`src/rtl/if_id_queue_pkg.sv`:
```
// ----------------------------------------------------------------------------
// if_id_queue_pkg
// Purpose : Shared defines for the fetch/decode instruction queue.
// Contents: bus widths, zero word and reset polarity used across the slice.
// ----------------------------------------------------------------------------
package if_id_queue_pkg;

    localparam int unsigned InstAddrBus = 32;            // PC width
    localparam int unsigned InstBus     = 32;            // instruction width
    localparam logic [31:0] ZeroWord    = 32'h0000_0000; // NOP bubble word
    localparam logic        RstEnable   = 1'b1;          // rst is active-high

endpackage

```
`src/rtl/ifq_storage.sv`:
```
// ----------------------------------------------------------------------------
// ifq_storage
// Purpose : DEPTH x WIDTH register array, one synchronous write port and one
//           asynchronous read port. Data is not reset.
// Ports   : clk      - clock, rising edge
//           i_we     - write enable
//           i_waddr  - write address
//           i_wdata  - write data
//           i_raddr  - read address
//           o_rdata  - read data (combinational from i_raddr)
// ----------------------------------------------------------------------------
module ifq_storage #(
    parameter int unsigned DEPTH = 4,
    parameter int unsigned WIDTH = 64,
    parameter int unsigned AW    = $clog2(DEPTH)
) (
    input  logic             clk,
    input  logic             i_we,
    input  logic [AW-1:0]    i_waddr,
    input  logic [WIDTH-1:0] i_wdata,
    input  logic [AW-1:0]    i_raddr,
    output logic [WIDTH-1:0] o_rdata
);

    logic [WIDTH-1:0] r_mem [DEPTH];

    always_ff @(posedge clk) begin
        if (i_we) begin
            r_mem[i_waddr] <= i_wdata;
        end
    end

    assign o_rdata = r_mem[i_raddr];

endmodule

```
`src/rtl/if_id_queue.sv`:
```
// ----------------------------------------------------------------------------
// if_id_queue
// Purpose : Instruction buffer between fetch and decode. Holds up to DEPTH
//           {pc, inst} pairs in program order with valid/ready on both sides.
//           flush empties the queue in one cycle; an empty queue presents an
//           all-zero bubble to decode.
// Ports   : clk, rst            - clock and synchronous active-high reset
//           rdy                 - global clock-enable, freezes all state when low
//           in_valid/in_ready   - fetch handshake, in_pc/in_inst payload
//           flush               - discard all entries (redirect)
//           out_valid/out_ready - decode handshake, out_pc/out_inst head entry
//           count               - occupancy 0..DEPTH
// ----------------------------------------------------------------------------
module if_id_queue
    import if_id_queue_pkg::*;
#(
    parameter int unsigned XLEN  = InstAddrBus,
    parameter int unsigned ILEN  = InstBus,
    parameter int unsigned DEPTH = 4
) (
    input  logic                       clk,
    input  logic                       rst,
    input  logic                       rdy,
    input  logic                       in_valid,
    output logic                       in_ready,
    input  logic [XLEN-1:0]            in_pc,
    input  logic [ILEN-1:0]            in_inst,
    input  logic                       flush,
    output logic                       out_valid,
    input  logic                       out_ready,
    output logic [XLEN-1:0]            out_pc,
    output logic [ILEN-1:0]            out_inst,
    output logic [$clog2(DEPTH):0]     count
);

    localparam int unsigned AW = $clog2(DEPTH);
    localparam int unsigned CW = AW + 1;
    localparam int unsigned DW = XLEN + ILEN;

    logic [AW-1:0] r_wr_ptr;
    logic [AW-1:0] r_rd_ptr;
    logic [CW-1:0] r_count;

    logic          w_push;
    logic          w_pop;
    logic [DW-1:0] w_rdata;

    // Handshake flags come from count alone, so there is no combinational path
    // from in_valid/out_ready back to in_ready/out_valid.
    assign in_ready  = (r_count < CW'(DEPTH));
    assign out_valid = (r_count != '0);

    assign w_push = in_valid & in_ready & rdy & ~flush;
    assign w_pop  = out_valid & out_ready & rdy & ~flush;

    // Pointers are AW bits wide and DEPTH is a power of two, so +1 wraps
    // naturally; full/empty is told apart by count, not pointer equality.
    always_ff @(posedge clk) begin
        if (rst == RstEnable) begin
            r_wr_ptr <= '0;
            r_rd_ptr <= '0;
            r_count  <= '0;
        end else if (rdy) begin
            if (flush) begin
                r_wr_ptr <= '0;
                r_rd_ptr <= '0;
                r_count  <= '0;
            end else begin
                if (w_push) begin
                    r_wr_ptr <= r_wr_ptr + AW'(1);
                end
                if (w_pop) begin
                    r_rd_ptr <= r_rd_ptr + AW'(1);
                end
                if (w_push && !w_pop) begin
                    r_count <= r_count + CW'(1);
                end else if (w_pop && !w_push) begin
                    r_count <= r_count - CW'(1);
                end
            end
        end
    end

    ifq_storage #(
        .DEPTH (DEPTH),
        .WIDTH (DW),
        .AW    (AW)
    ) u_storage (
        .clk     (clk),
        .i_we    (w_push),
        .i_waddr (r_wr_ptr),
        .i_wdata ({in_pc, in_inst}),
        .i_raddr (r_rd_ptr),
        .o_rdata (w_rdata)
    );

    // Empty queue shows a NOP bubble instead of stale storage.
    assign out_pc   = out_valid ? w_rdata[DW-1:ILEN] : '0;
    assign out_inst = out_valid ? w_rdata[ILEN-1:0]  : '0;
    assign count    = r_count;

endmodule

```
`config.mk`:
```
export PLATFORM = sky130hd
export DESIGN_NAME = if_id_queue
export DESIGN_NICKNAME = d
export VERILOG_FILES = /design/src/rtl/if_id_queue_pkg.sv /design/src/rtl/ifq_storage.sv /design/src/rtl/if_id_queue.sv
export SDC_FILE = /design/constraint.sdc
export NUM_CORES = 1
export LEC_CHECK = 0
export CAP_MARGIN = 15
export CORE_ASPECT_RATIO = 0.75
export CORE_MARGIN = 2
export CORE_UTILIZATION = 40
export CTS_CLUSTER_DIAMETER = 80
export DETAILED_ROUTE_END_ITERATION = 12
export GPL_ROUTABILITY_DRIVEN = 0
export PLACE_DENSITY = 0.73
export SKIP_LAST_GASP = 1
export SYNTH_ARGS = -nofsm -noshare
export SYNTH_HDL_FRONTEND = slang
export SYNTH_HIERARCHICAL = 1
export SYNTH_SLANG_ARGS = --single-unit
```
`constraint.sdc`:
```
create_clock -name clk -period 22.3 [get_ports clk]
set_input_delay 5.575 -clock clk [delete_from_list [all_inputs] [get_ports clk]]
set_output_delay 5.575 -clock clk [all_outputs]
set_load 0.005 [all_outputs]
```
### After elaboration in Yosys (flattened, before gate mapping)

Memory sizes are Yosys's and may differ from the RTL's. A register that Yosys moved wholly into a read port is not among the register bits.
Index checks and enable logic that the tools add are counted.

* logic and storage cells: 40
* bits in writable memories: 256
* bits of input ports: 70
* bits in registers: 7
* output and inout bits: 69
* memories kept: 1

* $lt $le $gt $ge: 1
* reduce and logical (&&, ||, !) cells: 11
* bitwise gates (word level): 7
* add/sub/neg operators: 4
* multiplexer cells: 13

Memory list
* u_storage.r_mem: depth 4, width 64, read ports 1, clocked after Yosys merged registers in 1, wr ports 1, RTL line ifq_storage.sv:25 `logic [WIDTH-1:0] r_mem [DEPTH];`

Operators with widths (count)
* 32-bit two-way mux: 2
* 2-bit two-way mux: 6
* 3-bit two-way mux: 3
* 1-bit AND: 6
* 2-bit AND reduction: 3
* 3-bit nonzero test: 2
* 2-bit by 1-bit adder with 2-bit output (second input constant): 2
* 2-bit nonzero test: 2
* 3-bit by 1-bit adder with 3-bit output (second input constant): 1
* 3-bit < comparator (second input constant): 1
* 3-bit by 1-bit subtractor with 3-bit output (second input constant): 1
* 1-bit logical AND: 2
* 1-bit logical NOT: 2
* 1-bit two-way mux: 2
* 1-bit inverter: 1

### Longest topological paths before layout

* depth in word-level cells: 9
* mapped depth: 6
* depth with buffers taken out: 6

### By module

The synthesis kept the hierarchy.

By module, submodules not included
* ifq_storage: instances 1, cells an instance 338, seq. area each 7687.4 sq um, area an instance 9341.5 sq um
* if_id_queue: instances 1, cells an instance 126, seq. area each 140.1 sq um, area an instance 849.6 sq um

### Least setup slack after synthesis

Ideal clock, no wire load.

* kind: input port to flip-flop
* from: in flush
* to: mem u_storage.r_mem[0][0], enable pin
* buffers on the path: 0
* data required time: 21.722 ns
* path slack: 11.032 ns
* library setup time: 0.578 ns
* stages on the path: 3
* data arrival time: 10.690 ns
* cell sequence: nand2b_1 > nor2_1 > nor3b_1

* word-level cells in the longest chain between the ends: 4

RTL lines
* start, declared: RTL line if_id_queue.sv:28 `input logic flush,`
* 1-bit inverter: RTL line if_id_queue.sv:53 `assign w_push = in_valid & in_ready & rdy & ~flush;`
* 1-bit AND: RTL line if_id_queue.sv:53
* via w_push: RTL line if_id_queue.sv:44 `logic w_push;`
* 1-bit two-way mux: RTL line ifq_storage.sv:28 `if (i_we) begin`
* 1-bit two-way mux (implied by the code): RTL line ifq_storage.sv:29 `r_mem[i_waddr] <= i_wdata;`
* end, declared: RTL line ifq_storage.sv:25

The timed path passes the listed nets, and every way through them passes these cells.

==> impl_metrics.tcl <==
set metrics [dict create \
    tritoncts "built" \
    hp-class "reg -> reg" \
    cts_setup_buffers 0 \
    cts_sinks 263 \
    max_stage_delay_ns 0.77 \
    hold_buffers 0 \
    crit_chain "buf_4 -> mux4_1 -> and2_1 -> clkdlybuf4s50_1" \
    drtPass1Iterations 4 \
    fp.dieH_um 142 \
    slew_violations 0 \
    core_um2 25000 \
    cp-end-kind "output port" \
    antenna_found_initial 0 \
    p_per_area_nw_per_um2 84.7 \
    path_buf_inv 2 \
    max-slew-margin-rel 0.288 \
    clockBufferDepth 3 \
    port_buffers 138 \
    cts_resized 0 \
    clockRootBuffer "clkbuf_16" \
    path_delay_family "buffers and inverters" \
    fill_cells 1994 \
    io_pins 139 \
    numCtsBuffers 27 \
    path_clk_slew_ns 0.07 \
    yosysWarnings 6 \
    antenna_left 0 \
    worst_pin_slew_ns 1.07 \
    synth.yosys.seq_area_share 0.768 \
    initial_utilization 0.407 \
    synth.avg_cell_area_um2 22.0 \
    arrival_ns 3.25 \
    worstSetupPathType "reg -> out" \
    synth_nets 535 \
    dp_hpwl_mm 11.6 \
    drive_above_1_share 0.180 \
    clock_latency_ns 0.53 \
    grt_pass1_vias 5385 \
    maxCapViolCount 0 \
    n_antenna_cell 0 \
    whs_ns 0.556 \
    period_minus_slack_ns 8.83 \
    grt_max_degree 67 \
    setup_viol 0 \
    finalClockSkew_ns 0.0108 \
    grt_use_total 0.148 \
    cp_slowest_cell "dfxtp_4" \
    required_ns 16.73 \
    grt_pass1_wl_mm 30.4 \
    status "finished, final reports clean" \
    wl_met1_mm 8.44 \
    layout.nets 686 \
    routedWlPerCell_um 20.4 \
    netlist_area_um2 10200 \
    fin_crit_sh 0.396 \
    tns_ns 0 \
    synth_cells 464 \
    hold_viol_final 0 \
    routed_wl_mm 19.9 \
    rsz0062_at_grt "false" \
    via_per_inst 5.17 \
    drt_iter0_drc 347 \
    wl_met3_mm 1.39 \
    ys_types 36 \
    peakVddDrop_uv 72.0 \
    path_max_fanout 36 \
    grt_overflow 0 \
    ys_ff_latch 263 \
    area_delta_synth_final_pct 25.8 \
    std_cell_rows 50 \
    drc_errors 0 \
    die_w_um 188 \
    fp.dieArea_um2 26800 \
    highest_layer "met4" \
    max_freq_mhz 113 \
    h-tree-depth 1 \
    cp-start-kind "flop" \
    route.met2.wl_mm 9.65 \
    leakage_nw 4.00 \
    num_vias 5029 \
]
## power breakdown
group	leakage (nW)	total (W)	internal (W)	switching, W
Clock	0.456	0.000477	0.000292	0.000184
Combinational	1.17	0.0000587	0.0000339	0.0000249
Sequential	2.37	0.000550	0.000547	0.00000229
Total	4.00	0.00109	0.000874	0.000211
## cell type report
cell class	count	area (µm²)	share of cell area
clock buffer	31	691	0.0539
multi-input combinational	174	2170	0.169
timing repair buffer	144	1430	0.111
tap	338	423	0.0330
clock inverter	18	254	0.0198
inverter	5	18.8	0.00146
sequential	263	7840	0.611
## flip-flops by register name, summed over array words and instances, names as in the netlist
register / flops
count: 3
r_rd_ptr: 2
u_storage/r_mem: 256
r_wr_ptr: 2
## cell usage after synthesis (all sizes together)
library cell,n,area [µm²]
dfxtp,7,140
o221ai,1,8.76
nand3b,1,7.51
fa,1,20.0
o21ai,6,30.0
a31oi,3,18.8
edfxtp,256,7690
o22ai,1,6.26
and3b,2,17.5
nor3b,1,7.51
o32ai,1,8.76
nor3,1,5.00
nor2,6,22.5
a22oi,1,7.51
and3,1,6.26
inv,5,18.8
nand3,3,15.0
nor2b,1,6.26
or2b,1,7.51
or4,1,7.51
and2,64,400
mux4,64,1460
nand2,1,3.75
a21oi,6,30.0
buf,14,165
o211ai,2,15.0
clkbuf,8,32.5
nand2b,2,12.5
nor4,1,6.26
o31a,1,8.76
o2111a,1,11.3
## final timing paths
kind / startpoint / endpoint / slack, ns / depth (start not counted)
max: r_rd_ptr[0] / out_pc[31] / 13.47 / 4
min reg2reg: r_wr_ptr[1] / r_wr_ptr[1] / 0.56 / 2
max reg2reg: count[2] / u_storage/r_mem[2][20] / 19.78 / 4
min: r_wr_ptr[1] / r_wr_ptr[1] / 0.56 / 2
## cells in the final DEF, fill, tap and decap left out, types with 2 or more instances in the layout
cell type	count
clkinv_2	3
a31oi_1	3
clkinv_1	4
a21oi_1	6
nand3_1	2
clkbuf_1	4
and3b_4	2
mux4_2	60
dfxtp_4	2
buf_4	6
edfxtp_1	256
clkinvlp_4	2
dfxtp_1	5
bufinv_16	6
mux4_1	4
nor2_1	6
inv_1	5
and2_1	64
o21ai_0	6
inv_6	2
clkdlybuf4s50_1	138
nand2b_1	2
clkbuf_16	27
o211ai_1	2
## kinds of logic after synthesis
group                    Yosys count  synth area share
multiplexers                      64             0.143
flip-flops                       263             0.768
buffers and inverters             27            0.0212
AO/OA/AOI/OAI                     23            0.0142
AND/OR/NAND/NOR                   86            0.0516
adder cells (fa/ha/maj)            1           0.00196
## through the flow
stage / total power [W] / util / instances / instance area, µm² / setup WS (ns)
floorplan: 0.000581 / - / 464 / 10200 / 11.03
global placement: 0.000617 / 0.474 / 924 / 11900 / 13.88
detailed placement: 0.000620 / 0.474 / 924 / 11900 / 13.91
CTS: 0.00110 / 0.512 / 973 / 12800 / 13.33
global route: 0.00112 / 0.512 / 973 / 12800 / 13.17
finish: 0.00109 / 0.512 / 973 / 12800 / 13.47
## per-layer routing
layer	global-route usage	up-vias
met4	0.0350	0
met2	0.252	183
met3	0.0330	31
met1	0.197	2609
li1	-	2206
met5	0	-
## worst min-delay path: stages (launching register included)
cell,delay (ns)
dfxtp_1,0.36
o21ai_0,0.09
a21oi_1,0.06
No activity file was read; power rests on OpenSTA's default activity.
